$ cat src/rtl/and_inputs_stim_pkg.sv
// Shared types and constants for the AND-gate input stimulus driver.
// The request/response structs are the default-width views of the transactions.
package and_inputs_stim_pkg;

  localparam int DEF_WIDTH = 1;
  localparam int DEF_HOLD_W = 4;
  localparam logic [15:0] MISMATCH_MAX = 16'hFFFF;

  typedef enum logic [1:0] {
    IDLE    = 2'd0,
    DRIVE   = 2'd1,
    RESPOND = 2'd2
  } state_e;

  typedef struct packed {
    logic [DEF_WIDTH-1:0]  a;
    logic [DEF_WIDTH-1:0]  b;
    logic [DEF_HOLD_W-1:0] hold;
  } req_t;

  typedef struct packed {
    logic [DEF_WIDTH-1:0] a;
    logic [DEF_WIDTH-1:0] b;
    logic [DEF_WIDTH-1:0] y;
    logic                 mismatch;
  } rsp_t;

endpackage

$ cat src/rtl/and_inputs_sync_fifo.sv
// Single-clock FIFO; pointers carry one extra wrap bit to tell full from empty.
module and_inputs_sync_fifo #(
  parameter int WIDTH = 8,
  parameter int DEPTH = 4
) (
  input  logic             clock,
  input  logic             reset,
  input  logic             push,
  input  logic [WIDTH-1:0] wr_data,
  input  logic             pop,
  output logic [WIDTH-1:0] rd_data,
  output logic             full,
  output logic             empty
);

  localparam int AW = $clog2(DEPTH);

  logic [WIDTH-1:0] mem [DEPTH];
  logic [AW:0]      wr_ptr;
  logic [AW:0]      rd_ptr;

  assign empty   = (wr_ptr == rd_ptr);
  assign full    = (wr_ptr[AW] != rd_ptr[AW]) && (wr_ptr[AW-1:0] == rd_ptr[AW-1:0]);
  assign rd_data = mem[rd_ptr[AW-1:0]];

  always_ff @(posedge clock or posedge reset) begin
    if (reset) begin
      wr_ptr <= '0;
      rd_ptr <= '0;
    end else begin
      if (push && !full) wr_ptr <= wr_ptr + 1'b1;
      if (pop && !empty) rd_ptr <= rd_ptr + 1'b1;
    end
  end

  // Storage is not reset; entries are only visible through the pointers.
  always_ff @(posedge clock) begin
    if (push && !full) mem[wr_ptr[AW-1:0]] <= wr_data;
  end

endmodule

$ cat src/rtl/and_inputs_stim_driver.sv
// Drives queued operand pairs onto the AND gate pins, holds them for
// SETTLE+hold cycles, then samples y and returns a checked response.
module and_inputs_stim_driver
  import and_inputs_stim_pkg::*;
#(
  parameter int WIDTH  = DEF_WIDTH,
  parameter int DEPTH  = 4,
  parameter int SETTLE = 1,
  parameter int HOLD_W = DEF_HOLD_W
) (
  input  logic              clock,
  input  logic              reset,
  input  logic              req_valid,
  output logic              req_ready,
  input  logic [WIDTH-1:0]  req_a,
  input  logic [WIDTH-1:0]  req_b,
  input  logic [HOLD_W-1:0] req_hold,
  output logic [WIDTH-1:0]  dut_a,
  output logic [WIDTH-1:0]  dut_b,
  input  logic [WIDTH-1:0]  dut_y,
  output logic              rsp_valid,
  input  logic              rsp_ready,
  output logic [WIDTH-1:0]  rsp_a,
  output logic [WIDTH-1:0]  rsp_b,
  output logic [WIDTH-1:0]  rsp_y,
  output logic              rsp_mismatch,
  output logic              busy,
  output logic [15:0]       mismatch_count,
  output state_e            state_dbg
);

  localparam int REQ_W = 2 * WIDTH + HOLD_W;
  localparam int CNT_W = HOLD_W + 1;

  // Handshakes: a transfer happens on the edge where valid && ready; valid
  // and its payload stay stable until then, and ready never depends on valid.
  state_e             state, state_next;
  logic [CNT_W-1:0]   cnt;
  logic [CNT_W-1:0]   cnt_load;
  logic [REQ_W-1:0]   fifo_rd;
  logic               fifo_full, fifo_empty;
  logic               pop, capture, mm_now;

  and_inputs_sync_fifo #(.WIDTH(REQ_W), .DEPTH(DEPTH)) u_fifo (
    .clock   (clock),
    .reset   (reset),
    .push    (req_valid && req_ready),
    .wr_data ({req_a, req_b, req_hold}),
    .pop     (pop),
    .rd_data (fifo_rd),
    .full    (fifo_full),
    .empty   (fifo_empty)
  );

  assign req_ready = !fifo_full;
  assign busy      = (state != IDLE) || !fifo_empty;
  assign state_dbg = state;
  assign cnt_load  = CNT_W'(SETTLE - 1) + CNT_W'(fifo_rd[HOLD_W-1:0]);
  assign mm_now    = (dut_y != (dut_a & dut_b));

  always_ff @(posedge clock or posedge reset) begin
    if (reset) state <= IDLE;
    else       state <= state_next;
  end

  always_comb begin
    state_next = state;
    pop        = 1'b0;
    capture    = 1'b0;
    case (state)
      IDLE: if (!fifo_empty) begin
        pop        = 1'b1;
        state_next = DRIVE;
      end
      DRIVE: if (cnt == '0) begin
        capture    = 1'b1;
        state_next = RESPOND;
      end
      RESPOND: if (rsp_ready) state_next = IDLE;
      default: state_next = IDLE;
    endcase
  end

  // Drive registers keep their last value between transactions.
  always_ff @(posedge clock or posedge reset) begin
    if (reset) begin
      dut_a <= '0;
      dut_b <= '0;
      cnt   <= '0;
    end else if (pop) begin
      dut_a <= fifo_rd[REQ_W-1 -: WIDTH];
      dut_b <= fifo_rd[REQ_W-1-WIDTH -: WIDTH];
      cnt   <= cnt_load;
    end else if (state == DRIVE && cnt != '0) begin
      cnt <= cnt - 1'b1;
    end
  end

  always_ff @(posedge clock or posedge reset) begin
    if (reset) begin
      rsp_valid      <= 1'b0;
      rsp_a          <= '0;
      rsp_b          <= '0;
      rsp_y          <= '0;
      rsp_mismatch   <= 1'b0;
      mismatch_count <= '0;
    end else if (capture) begin
      rsp_valid    <= 1'b1;
      rsp_a        <= dut_a;
      rsp_b        <= dut_b;
      rsp_y        <= dut_y;
      rsp_mismatch <= mm_now;
      if (mm_now && mismatch_count != MISMATCH_MAX) mismatch_count <= mismatch_count + 16'd1;
    end else if (state == RESPOND && rsp_ready) begin
      rsp_valid <= 1'b0;
    end
  end

endmodule

$ cat config.mk
export PLATFORM = sky130hd
export DESIGN_NAME = and_inputs_stim_driver
export DESIGN_NICKNAME = d
export VERILOG_FILES = /design/src/rtl/and_inputs_stim_pkg.sv /design/src/rtl/and_inputs_sync_fifo.sv /design/src/rtl/and_inputs_stim_driver.sv
export SDC_FILE = /design/constraint.sdc
export NUM_CORES = 1
export LEC_CHECK = 0
export ABC_AREA = 1
export BUFFER_PORTS_ARGS = -buffer_cell sky130_fd_sc_hd__buf_4
export CAP_MARGIN = 20
export CORE_ASPECT_RATIO = 0.7
export CORE_MARGIN = 2
export CORE_UTILIZATION = 50
export CTS_BUF_LIST = sky130_fd_sc_hd__clkbuf_16
export DETAILED_ROUTE_END_ITERATION = 7
export HOLD_SLACK_MARGIN = 0.1
export PLACE_DENSITY = 0.68
export SYNTH_ARGS = -nofsm -noshare
export SYNTH_HDL_FRONTEND = slang
export SYNTH_SLANG_ARGS = --single-unit
$ cat constraint.sdc
create_clock -name clock -period 3.35 [get_ports clock]
set_clock_uncertainty 0.05 [all_clocks]
set_input_delay 0.335 -clock clock [delete_from_list [all_inputs] [get_ports clock]]
set_output_delay 0.335 -clock clock [all_outputs]
set_load 0.005 [all_outputs]
== Word-level counts from Yosys, hierarchy flattened ==
Memory sizes are Yosys's and may differ from the RTL's.
Cells that the tools add are included.

* Memory bits (writable): 24
* Bits in registers: 36
* Output and inout bits: 27
* Logic and storage cells: 60
* Input bits: 11
* Memories: 1

* Reductions and logical operators: 18
* Equality and inequality tests: 10
* Add/subtract/negate cells: 4
* Bitwise logic cells: 1
* Muxes and demuxes: 14

{| class="wikitable"
|+ Memories
! name !! depth !! width !! rd ports !! clocked after Yosys merged registers in !! wr ports !! RTL line !! text
|-
| u_fifo.mem || 4 || 6 || 1 || 0 || 1 || and_inputs_sync_fifo.sv:18 || <nowiki>logic [WIDTH-1:0] mem [DEPTH];</nowiki>
|}

{| class="wikitable"
|+ Operators by type and width
! kind !! number
|-
| $add A16 B1 Y16 const B || 1
|-
| $ne A16 B16 Y1 const B || 1
|-
| $mux W5 || 2
|-
| $mux W1 || 8
|-
| $logic_and A1 B1 Y1 || 7
|-
| $add A3 B1 Y3 const B || 2
|-
| $mux W2 || 3
|-
| $ne A2 B2 Y1 const B || 3
|-
| $pmux W2 S3 || 1
|-
| $reduce_bool A2 Y1 || 3
|-
| $logic_not A5 Y1 || 1
|-
| $reduce_bool A5 Y1 || 1
|-
| $sub A5 B1 Y5 const B || 1
|-
| $eq A3 B3 Y1 || 1
|-
| $reduce_and A3 Y1 || 1
|-
| $eq A2 B1 Y1 const B || 1
|-
| $eq A2 B2 Y1 || 1
|-
| $eq A2 B2 Y1 const B || 1
|-
| $logic_not A1 Y1 || 2
|-
| $logic_not A2 Y1 || 1
|-
| $ne A1 B1 Y1 || 2
|-
| $reduce_and A2 Y1 || 1
|-
| $and A1 B1 Y1 || 1
|-
| $logic_or A1 B1 Y1 || 1
|}

== Longest topological paths before layout ==
* Word-level depth: 7
* Depth in mapped cells: 10
* Mapped depth without buffers: 9

== Hierarchy ==
From an unflattened synthesis, not the netlist that was laid out.

* Cell total of the unflattened synthesis: 358
* Area total of the unflattened synthesis: 3088.0 um^2

{| class="wikitable"
|+ Modules (own cells, without submodules)
! module !! cells each !! area each (um^2) !! seq. area each (um^2) !! times used
|-
| and_inputs_stim_driver || 239 || 1774.2 || 750.7 || 1
|-
| and_inputs_sync_fifo || 119 || 1313.8 || 870.8 || 1
|}

== Worst setup path after synthesis ==
No wires, ideal clock.

* Path type: reg2reg
* Start: register u_fifo.rd_ptr[1]
* End: memory u_fifo.mem[0][0] in the netlist's numbering (enable)
* Arrival time: 1.260 ns
* Clock period less this slack: 1.660 ns
* Required time: 2.950 ns
* Buffers on the path: 0
* Library setup time: 0.350 ns
* Slack: 1.690 ns
* Cell stages (with the launch flop): 7
* Cell sequence: dfrtp_1 inv_2 nand2_1 nand2_1 nand4_1 nand2_1 nor2_1

* Longest elaborated chain between the ends: 7

{| class="wikitable"
|+ RTL lines
! what !! RTL line !! text
|-
| from (decl) || and_inputs_sync_fifo.sv:20 || <nowiki>logic [AW:0] rd_ptr;</nowiki>
|-
| from (signal assigned) || and_inputs_sync_fifo.sv:32 || <nowiki>if (pop && !empty) rd_ptr <= rd_ptr + 1'b1;</nowiki>
|-
| $eq A2 B2 Y1 (*) || and_inputs_sync_fifo.sv:23 || <nowiki>assign full = (wr_ptr[AW] != rd_ptr[AW]) && (wr_ptr[AW-1:0] == rd_ptr[AW-1:0]);</nowiki>
|-
| $logic_and A1 B1 Y1 (*) || and_inputs_sync_fifo.sv:23 ||
|-
| $logic_not A1 Y1 (*) || and_inputs_stim_driver.sv:55 || <nowiki>assign req_ready = !fifo_full;</nowiki>
|-
| named net req_ready || and_inputs_stim_driver.sv:14 || <nowiki>output logic req_ready,</nowiki>
|-
| $logic_and A1 B1 Y1 || and_inputs_stim_driver.sv:47 || <nowiki>.push (req_valid && req_ready),</nowiki>
|-
| $logic_and A1 B1 Y1 (*) || and_inputs_sync_fifo.sv:38 || <nowiki>if (push && !full) mem[wr_ptr[AW-1:0]] <= wr_data;</nowiki>
|-
| $mux W1 (*) || and_inputs_sync_fifo.sv:38 ||
|-
| $mux W1 (implied by the code) (*) || and_inputs_sync_fifo.sv:38 ||
|-
| to (decl) || and_inputs_sync_fifo.sv:18 ||
|}

The timed path passes the listed nets; every way through them passes the cells marked *.

== Worst setup path after layout ==
* Start: register u_fifo.rd_ptr[0]
* End: memory u_fifo.mem[3][2] in the netlist's numbering (enable)

* Longest elaborated chain between the ends: 7

{| class="wikitable"
|+ RTL lines
! what !! RTL line
|-
| $eq A2 B2 Y1 (*) || and_inputs_sync_fifo.sv:23
|-
| $logic_and A1 B1 Y1 (*) || and_inputs_sync_fifo.sv:23
|-
| $logic_not A1 Y1 (*) || and_inputs_sync_fifo.sv:38, and_inputs_stim_driver.sv:55
|-
| $logic_and A1 B1 Y1 || and_inputs_stim_driver.sv:47
|-
| $logic_and A1 B1 Y1 (*) || and_inputs_sync_fifo.sv:38
|-
| $mux W1 (*) || and_inputs_sync_fifo.sv:38
|-
| $mux W1 (implied by the code) (*) || and_inputs_sync_fifo.sv:38
|}

Mark *: on every way between the ends. The rest lies on a longest branch, timed or not.

==> results.py <==
metrics = {
    "global_route": {
        "grt_pass1_vias": 2253,
        "antenna_found_initial": 0,
        "grt_overflow": 0,
        "track_usage_pct": 22.3,
        "grt_max_degree": 27,
        "grtUsageMet1_pct": 33.2,
        "grt_first_pass_wirelength_um": 11500,
        "busiest_layer": "met1",
        "use_met2_pct": 30.3,
        "met3_usage_pct": 6.80,
    },
    "timing": {
        "tightest_slew_ns": 0.522,
        "fin_crit_ns": 2.47,
        "fmax_mhz": 405,
        "fin_ws_ns": 0.881,
        "rsz0062_at_grt": "false",
        "min_period_over_period_pct": 73.7,
        "drv_slew": 0,
        "slew_headroom_pct": 65.1,
        "finalHoldViolCount": 0,
        "setup_tns_ns": 0,
        "setup_viol": 0,
    },
    "logic_synthesis": {
        "synth_edf_count": 24,
        "syn-num-nets": 374,
        "synth-main-ff-cell": "dfrtp_1",
        "yosysUniqueCellTypes": 28,
        "yosysSeqAreaShare_pct": 53.7,
        "syn_avg_cell_area_sq_um": 8.48,
        "async_reset_ff_share_pct": 60.0,
        "synth_area_sq_um": 3020,
        "synth_cells": 356,
        "yosysWarnings": 0,
        "ys_seq_elements": 60,
    },
    "run": {
        "drv_cap": 0,
    },
    "clock_tree": {
        "cts-root-buf": "clkbuf_16",
        "clk_path_buf_depth": 2,
        "clkLatencyLatePin_ns": 0.33,
        "path_clk_slew_ns": 0.06,
        "numCtsBuffers": 9,
        "cts_tree": "built",
        "clkSinkCount": 60,
        "cts_setup_buffers": 0,
        "htreeDepth": 3,
    },
    "place": {
        "dp_slack_ns": 0.948,
        "port_buffers": 37,
        "dpl.cell_count": 464,
        "place_congestion": 0.832,
        "dpl.hpwl_um": 4940,
    },
    "routing": {
        "drt_iter0_markers": 206,
        "viasPerCell": 5.14,
        "ant_nets": 0,
        "avgRoutedWirePerCell_um": 14.2,
        "routed_wl_um": 6830,
        "drc": 0,
        "via_count": 2478,
        "drt_pass1_iterations": 5,
    },
    "floorplanning": {
        "die_area_sq_um": 6690,
        "start_util_pct": 52.2,
        "pin_count": 38,
        "num_rows": 23,
        "die_y_um": 69.0,
        "core_area_sq_um": 5780,
        "die_w_um": 96.9,
    },
    "setup_path": {
        "endpoint_kind": "flip-flop",
        "r2r_slack_ns": 0.88,
        "critical_path_arrival_ns": 2.39,
        "worstSetupPathType": "reg2reg",
        "worstPathMaxFanout": 15,
        "crit_required_ns": 3.27,
        "start_kind": "flip-flop",
    },
    "layout": {
        "area_delta_synth_final_pct": 22.7,
        "final_common_cell": "nand2_1",
        "layout.cells.non_filler": 482,
        "drive_above_1_share_pct": 17.2,
        "diodes": 0,
        "final_core_util_pct": 64.1,
        "layout.nets": 420,
        "mostFrequentLayoutCells": "130 x nand2_1, 39 x nor2_1, 38 x buf_4",
    },
    "min_path": {
        "hold_class": "in2reg",
    },
    "power": {
        "ir_drop_mv": 0.516,
        "p_per_area_nw_per_um2": 784,
        "p_leak_nw": 1.74,
        "power_mw": 2.91,
    },
    "status": {
        "outcome": "complete, no violations",
    },
}
-- routing by layer --
metal / vias to the layer above / part of all wire (%)
met2: 110 / 42
met5: - / 0
met4: 0 / 2.1
li1: 1238 / -
met3: 12 / 8.5
met1: 1118 / 48
-- synthesized netlist by cell type, types with 2 or more instances --
master | instances | area share, %
o22ai_1 | 3 | 0.62
nand3_1 | 17 | 2.8
nand2_2 | 2 | 0.41
nand2_1 | 130 | 16
dfrtp_1 | 36 | 30
nand4_1 | 11 | 2.3
edfxtp_1 | 24 | 24
inv_1 | 35 | 4.3
inv_2 | 2 | 0.25
buf_6 | 2 | 0.75
ha_1 | 7 | 2.9
o21ai_0 | 18 | 3.0
nor2_1 | 39 | 4.8
nor2_2 | 3 | 0.62
clkbuf_1 | 2 | 0.25
nor2_4 | 3 | 1.1
xor2_1 | 5 | 1.4
xnor2_1 | 5 | 1.4
nand3_2 | 3 | 0.99
-- state kept, by name, indices dropped and copies added (netlist names) --
| register | flops |
|---|---|
| u_fifo.mem | 24 |
| cnt | 5 |
| rsp_b | 1 |
| rsp_a | 1 |
| mismatch_count | 16 |
| dut_b | 1 |
| u_fifo.wr_ptr | 3 |
| rsp_y | 1 |
| dut_a | 1 |
| u_fifo.rd_ptr | 3 |
| rsp_mismatch | 1 |
| rsp_valid | 1 |
| state_dbg | 2 |
-- cells by family after synthesis --
group,Yosys count,synth area share (%)
flip-flops,60,53.7
AND/OR/NAND/NOR,212,30.4
adder cells (fa/ha/maj),7,2.90
XOR/XNOR,10,2.90
AO/OA/AOI/OAI,24,4.18
buffers and inverters,43,5.97
-- worst paths after layout --
check,from,end,depth (start not counted)
worst max-delay path,u_fifo.rd_ptr[0],u_fifo.mem[3][2],6
worst min-delay path,rsp_ready,state_dbg[1],2
worst max register to register,u_fifo.rd_ptr[0],u_fifo.mem[3][2],6
worst min register to register,rsp_a,rsp_a,2
max in group asynchronous,reset,mismatch_count[7],4
min in group asynchronous,reset,rsp_b,3
-- power by group --
part           leakage (nW)  internal [mW]  total (mW)  switching [mW]
clock                 0.147          0.586       0.937           0.351
sequential            0.684          0.958        1.13           0.169
combinational         0.912          0.324       0.840           0.517
total                  1.74           1.87        2.91            1.04
-- cell type report --
cell class | count | area, sq um
inverter | 38 | 143
fill | 474 | 2080
tap | 75 | 93.8
clock inverter | 7 | 81.3
multi-input combinational | 253 | 1220
sequential | 60 | 1620
clock buffer | 9 | 225
timing repair buffer | 40 | 323
-- worst max-delay path, stage by stage (launching register included) --
cell,delay [ns]
dfrtp_1,0.61
inv_1,0.30
nand2_1,0.12
nand2_1,0.09
nand4_1,0.21
nand2_1,0.25
nor2_1,0.48
-- stage by stage --
step                      instance area (sq um)  hold slack [ns]
final                                      3710            0.135
after global routing                       3710            0.126
after CTS                                  3670            0.126
after detailed placement                   3360            0.411
after global placement                     3360            0.405
after floorplan                            3020            0.371
-- repair_timing --
item / 4_1_cts / 5_1_grt
endpoints found under the hold margin: 0 / 2
hold buffers: 0 / 1
resized for setup: 0 / 0
Power figures use the tool's default switching activity.
